==> src/rtl/hstate_tile_buf.sv <==
// rtl/hstate_tile_buf.sv - hidden-state tile buffer replaying h_next tiles as h_prev
// Optional overrun drop + sticky err_o port: define HSTATE_ERR_EN.
module hstate_tile_buf #(
    parameter int DW        = 16,
    parameter int N_TILE    = 16,
    parameter int NUM_TILES = 8,
    parameter int ADDR_W    = 3
) (
    input  logic                   clk,
    input  logic                   rstn,
    input  logic                   seq_start_i,
    input  logic                   wr_valid_i,
    input  logic [N_TILE*DW-1:0]   wr_data_i,
    output logic                   rd_valid_o,
    input  logic                   rd_ready_i,
    output logic [N_TILE*DW-1:0]   rd_data_o,
    output logic [ADDR_W-1:0]      rd_idx_o,
    output logic                   step_done_o
`ifdef HSTATE_ERR_EN
    ,
    output logic                   err_o
`endif
);
    localparam int TW = N_TILE * DW;
    localparam logic [ADDR_W-1:0] LAST_IDX = ADDR_W'(NUM_TILES - 1);

    logic [TW-1:0]        mem [NUM_TILES];
    logic [NUM_TILES-1:0] full;
    logic [NUM_TILES-1:0] zflag;
    logic [ADDR_W-1:0]    rd_ptr;
    logic [ADDR_W-1:0]    wr_ptr;
    logic                 step_done;
    logic                 rd_fire;
    logic                 wr_fire;
`ifdef HSTATE_ERR_EN
    logic                 overrun;
    logic                 err;
`endif

    function automatic logic [ADDR_W-1:0] ptr_inc(input logic [ADDR_W-1:0] p);
        return (p == LAST_IDX) ? '0 : p + ADDR_W'(1);
    endfunction

    assign rd_valid_o  = full[rd_ptr];
    assign rd_idx_o    = rd_ptr;
    assign rd_data_o   = zflag[rd_ptr] ? '0 : mem[rd_ptr];
    assign step_done_o = step_done;

    // A sequence start swallows any coincident read handshake or write.
    assign rd_fire = rd_valid_o & rd_ready_i & ~seq_start_i;

`ifdef HSTATE_ERR_EN
    assign overrun = wr_valid_i & full[wr_ptr] & ~seq_start_i;
    assign wr_fire = wr_valid_i & ~full[wr_ptr] & ~seq_start_i & rstn;
    assign err_o   = err;
`else
    assign wr_fire = wr_valid_i & ~seq_start_i & rstn;
`endif

    always_ff @(posedge clk) begin
        if (wr_fire) begin
            mem[wr_ptr] <= wr_data_i;
        end
    end

    // Write side assigns last so an unguarded overrun on the read index keeps full set.
    always_ff @(posedge clk) begin
        if (!rstn || seq_start_i) begin
            full      <= '1;
            zflag     <= '1;
            rd_ptr    <= '0;
            wr_ptr    <= '0;
            step_done <= 1'b0;
`ifdef HSTATE_ERR_EN
            err       <= 1'b0;
`endif
        end else begin
            if (rd_fire) begin
                full[rd_ptr] <= 1'b0;
                rd_ptr       <= ptr_inc(rd_ptr);
            end
            if (wr_fire) begin
                full[wr_ptr]  <= 1'b1;
                zflag[wr_ptr] <= 1'b0;
                wr_ptr        <= ptr_inc(wr_ptr);
            end
            step_done <= wr_fire && (wr_ptr == LAST_IDX);
`ifdef HSTATE_ERR_EN
            err <= err | overrun;
`endif
        end
    end
endmodule

==> config.mk <==
export PLATFORM = sky130hd
export DESIGN_NAME = hstate_tile_buf
export DESIGN_NICKNAME = d
export VERILOG_FILES = /design/src/rtl/hstate_tile_buf.sv
export SDC_FILE = /design/constraint.sdc
export NUM_CORES = 2
export LEC_CHECK = 0
export CAP_MARGIN = 25
export CORE_MARGIN = 2
export CORE_UTILIZATION = 60
export CTS_CLUSTER_DIAMETER = 200
export DETAILED_ROUTE_END_ITERATION = 10
export HOLD_SLACK_MARGIN = 0.15
export PLACE_DENSITY = 0.89
export SKIP_CTS_REPAIR_TIMING = 1
export SYNTH_ARGS = -nofsm -noshare
export SYNTH_HDL_FRONTEND = slang
export SYNTH_SLANG_ARGS = --single-unit
==> constraint.sdc <==
create_clock -name clk -period 64.4 [get_ports clk]
set_input_delay 6.44 -clock clk [delete_from_list [all_inputs] [get_ports clk]]
set_output_delay 6.44 -clock clk [all_outputs]
set_load 0.01 [all_outputs]
; Word level (Yosys, flattened, before mapping)
; Memories as Yosys holds them, arrays and structs flattened. A register that Yosys moved wholly into a read port is not among the register bits.
; Cells that the tools add are included.
[totals]
wordCells = 47
n_memories = 1
latch_bits = 0
regBits = 23
romBits = 0
inputBits = 261
ram_bits = 2048
[mem_list]
columns = name, depth, word_bits, rd, rd_clocked_by_memory_dff, wr, line_no
row1 = mem, 8, 256, 1, 1, 1, 27  ; logic [TW-1:0] mem [NUM_TILES];
[op_classes]
reduce_logical = 5
shift = 0
div_mod_pow = 0
magnitude_cmp = 4
bitwise = 10
mux = 18
eq_ne = 2
multipliers = 0
addsub = 2
[op_table]
columns = cell, count
row1 = two-way mux 256 bit, 1
row2 = two-way mux 8 bit, 3
row3 = AND 8 bit, 2
row4 = NOT 8 bit, 2
row5 = two-way mux 3 bit, 4
row6 = "< comparator 3 x 4 -> 1 bit, second input constant", 2
row7 = bitwise OR 8 bit, 1
row8 = "adder 3 x 1 -> 3 bit, second input constant", 2
row9 = binary-select mux 1 bit (select 3 bit), 2
row10 = demux 1 bit (select 3 bit), 2
row11 = "== test 3 bit, second input constant", 2
row12 = ">= comparator 3 x 1 -> 1 bit, second input constant", 2
row13 = two-way mux 1 bit, 6
row14 = AND 1 bit, 4
row15 = logical AND 1 bit, 3
row16 = zero test 1 bit, 1
row17 = logical OR 1 bit, 1
row18 = NOT 1 bit, 1

; Logic depth before layout (Yosys ltp)
[depth]
ltp_word = 10
depth_mapped = 8
ltp_nobuf = 5

; Worst setup path before layout
; OpenSTA, ideal clock, no wires.
[synth_path]
path_kind = input-to-reg
startpoint = input seq_start_i
endpoint = register zflag[0]
setup_ns = 0.832
path_slack_ns = 39.050
t_required_ns = 63.568
stages = 3
arrival_ns = 24.518
cell_sequence = nand4bb_1 nor3_1 o21ai_0
[synth_via]
elab_chain_len = 3
elab_cells_between_ends = 4
[synth_rtl]
columns = item, line_no
row1 = "start, declared", 11  ; input logic seq_start_i,
row2 = NOT 1 bit, 57  ; assign wr_fire = wr_valid_i & ~seq_start_i & rstn;
row3 = AND 1 bit (2 in a row), 57
row4 = "end signal, assigned", 70  ; zflag <= '1;
row5 = "end signal, assigned by index", 84  ; zflag[wr_ptr] <= 1'b0;
row6 = "end, declared", 29  ; logic [NUM_TILES-1:0] zflag;
; Several ways; a longest one is shown, not always the timed one.
; A chain may end at the register's enable or synchronous reset.

==> flow_summary_export.csv <==
group,metric,value,unit
timing,finalClockSkew,33.56,ps
synthesis,synthCells,3379,
synthesis,ys_seq_elements,2074,
power,ir_drop,0.00003952,V
power,swShare,20.19,%
global_routing,grt_pass1_wl,270800,um
finish,nets,4236,
synthesis,syn-cell-area,78550,um2
clock_network,cts_root_buf,"clkbuf_16",
synthesis,synth_top_area_cell,"edfxtp_1",
power,clockPowerShare,41.5,%
timing,fmax,81.80,MHz
setup_path,crit_path_top_delay_cell,"buf_4",
global_routing,grt_max_degree,133,
global_routing,grt_overflow,0,
synthesis,ys.warnings.count,0,
synthesis,yosysTopAreaCellShare,78.30,%
drt,vias_per_cell,6.459,
drt,wl_per_cell,31.34,um
global_routing,use_met1,34.95,%
finish,layout_commonest_cell,"edfxtp_1",
setup_path,r2r_cells,5,
setup_path,required,57960,ps
setup_path,reg2reg_from,"wr_ptr[0]",
power,cellLeakagePower,0.02762,uW
finish,final_cells,5903,
hold_path,hp-start,"full[5]",
synthesis,seq_area_frac_synth,78.96,%
finish,drive_gt1_share,20.78,%
setup_path,cpMostUsedCell,"buf_12",
timing,max_slew_margin,16.72,%
drt,antenna_left,0,
power,comb_power_share,3.7,%
finish,fillCellCount,6899,
clock_network,htree_levels,4,
die,core_area,129600,um2
synthesis,yosys-top-cells-area,"edfxtp_1 (78%), mux4_2 (15%), mux2i_1 (3.4%)",
setup_path,crit_path_max_fanout,114,
clock_network,cts_buffer_depth,3,
synthesis,syn_nets,3644,
drt,drc,0,
setup_path,path_cells,"buf_12, buf_4, buf_12, buf_12, mux4_2, mux2i_1, nor2_1, clkdlybuf4s50_1",
global_routing,grt_pass1_vias,39570,
drt,routed_wl,185000,um
global_routing,track_usage,27.79,%
run_status,status,"finished clean",
global_routing,grt_util_met2,46.02,%
die,boundaryPins,522,
timing,timing.final.crit_share,18.98,%
power,p_switching,550.0,uW
setup_path,cp-end-kind,"output pin",
setup_path,crit_type,"flip-flop to output pin",
finish,layout_common_cells,"edfxtp_1 (2048), clkdlybuf4s50_1 (521), mux4_2 (512)",
synthesis,ys_types,39,
power,p_seq_share,54.8,%
drt,drtIter0Drc,4599,
drt,num_vias,38130,
placed_design,dp_cells,5514,
hold_path,hp-class,"flip-flop to flip-flop",
placed_design,gp_congestion,0.7634,
timing,hold_violations,0,
setup_path,critPathArrivalTime,5780,ps
global_routing,busiest_layer,"met2",
power,intPower,2174,uW
die,die_w,365.8,um
synthesis,avgSynthCellArea,23.25,um2
placed_design,io_buffer_count,521,
timing,maxSlewViolCount,0,
setup_path,ff2ff_setup_slack,59660,ps
hold_path,hold_path_depth,1,
timing,min_period,12220,ps
setup_path,cp_top_family,"buffers and inverters",
clock_network,cts_tree,"yes",
timing,finalSetupTns,0,ps
die,start_util,60.58,%
finish,syn_to_final_growth,17.44,%
die,die_y,365.8,um
setup_path,r2r_end,"mem[7][206]",
global_routing,grtUsageMet3,8.387,%
setup_path,critPathLaunchType,"flip-flop",
clock_network,clock-sinks,2074,
clock_network,insertion_delay,810,ps
hold_path,hold_end,"full[5]",
timing,worstMarginPinSlew,1249,ps
timing,finalSetupViolCount,0,
power,power_density,29.53,nW/um2
global_routing,antenna_found_initial,67,
clock_network,clk_pin_slew,60,ps
die,std_cell_rows,132,
clock_network,cts_buffers,194,
setup_path,path_buf_inv,5,
placed_design,dp_hpwl,93020,um
setup_path,critical-path-max-stage-delay,750,ps
timing,grt_setup_unrepaired,"no",
die,dieArea,133800,um2
drt,dr.pass1.iters,5,
run,maxCapViolCount,0,
timing,fin_hold_ws,468.9,ps
registers in the layout, indices dropped and copies added (netlist names), named ones only:
signal / cells
full: 8
mem: 2048
rd_idx_o: 3
step_done_o: 1
wr_ptr: 3
zflag: 8
cells in the mapped netlist:
| master | count |
|---|---|
| or2b_2 | 1 |
| nor2b_1 | 1 |
| a41oi_1 | 1 |
| and3_1 | 1 |
| o21ai_0 | 7 |
| buf_1 | 31 |
| mux2_1 | 1 |
| nand3_1 | 2 |
| nand4bb_1 | 1 |
| buf_2 | 96 |
| or3b_1 | 1 |
| nor3_1 | 10 |
| nand3b_1 | 1 |
| a2111o_1 | 1 |
| a41oi_2 | 1 |
| ha_1 | 4 |
| nor2_1 | 272 |
| mux2i_1 | 264 |
| a31oi_1 | 1 |
| and4_2 | 1 |
| clkbuf_1 | 50 |
| o32a_4 | 1 |
| mux4_2 | 512 |
| buf_4 | 2 |
| nor4_1 | 3 |
| nand2_1 | 11 |
| nand2b_1 | 4 |
| inv_2 | 1 |
| edfxtp_1 | 2048 |
| a211o_1 | 4 |
| inv_1 | 4 |
| a31oi_4 | 1 |
| o31ai_1 | 1 |
| a21oi_1 | 7 |
| o32ai_1 | 1 |
| or3_1 | 1 |
| nand4b_1 | 1 |
| nor4b_1 | 3 |
| dfxtp_1 | 26 |
worst max path at each step:
stage / startpoint / endpoint / slack (ps) / depth (start not counted)
6_report: flip-flop / rd_data_o[63] / 52180 / 8
5_1_grt: flip-flop / rd_data_o[63] / 51620 / 8
4_1_cts: flip-flop / rd_data_o[63] / 51770 / 7
3_5_place_dp: flip-flop / rd_data_o[63] / 52720 / 7
3_3_place_gp: flip-flop / rd_data_o[93] / 52830 / 7
2_1_floorplan: seq_start_i / zflag[0] / 39050 / 3
metrics by stage:
| step | cell area, um2 | power, uW | setup slack, ps | utilization (%) |
|---|---|---|---|---|
| detailed placement | 85820 | 1619 | 52720 | 66.19 |
| finish | 92240 | 2724 | 52180 | 71.15 |
| CTS | 92090 | 2738 | 51770 | 71.03 |
| floorplan | 78550 | 1568 | 39050 | - |
| global placement | 85770 | 1614 | 52830 | 66.16 |
| global route | 92220 | 2789 | 51620 | 71.13 |
layout make-up:
| type | count | area [um2] | share of cell area, % |
|---|---|---|---|
| Inverter | 5 | 18.77 | 0.02035 |
| Tap cell | 1742 | 2180 | 2.363 |
| Clock buffer | 235 | 5051 | 5.476 |
| Antenna cell | 32 | 80.08 | 0.08681 |
| Timing Repair Buffer | 575 | 5893 | 6.389 |
| Sequential cell | 2074 | 62030 | 67.25 |
| Multi-Input combinational cell | 1121 | 15770 | 17.10 |
| Clock inverter | 119 | 1217 | 1.320 |
worst reg2reg max path, delay by kind of cell (launching register included):
family	cells	cell delay [ps]
DFF	1	390
and+or+nand+nor	2	1270
buffers and inverters	3	2620
power by group through the flow:
stage	combinational (uW)	clock (uW)	sequential [uW]
after floorplan	43.9	0	1520
after detailed placement	98.5	0	1520
after CTS	101	1140	1490
after global placement	94.2	0	1520
after global routing	108	1190	1490
final	101	1130	1490
per-layer routing:
layer | vias to the layer above | wire length, um
met4 | 84 | 6176
met1 | 19960 | 62890
li1 | 15390 | -
met2 | 2278 | 95980
met5 | - | 520
met3 | 419 | 19440
cell families after synthesis:
family	Yosys count	synth area share, %
adders and majority gates	4	0.06372
DFF	2074	78.96
and+or+nand+nor	314	1.612
muxes	777	18.06
AOI/OAI and AO/OA	26	0.2644
buffers and inverters	184	1.042
(Power assumes the default switching activity.)
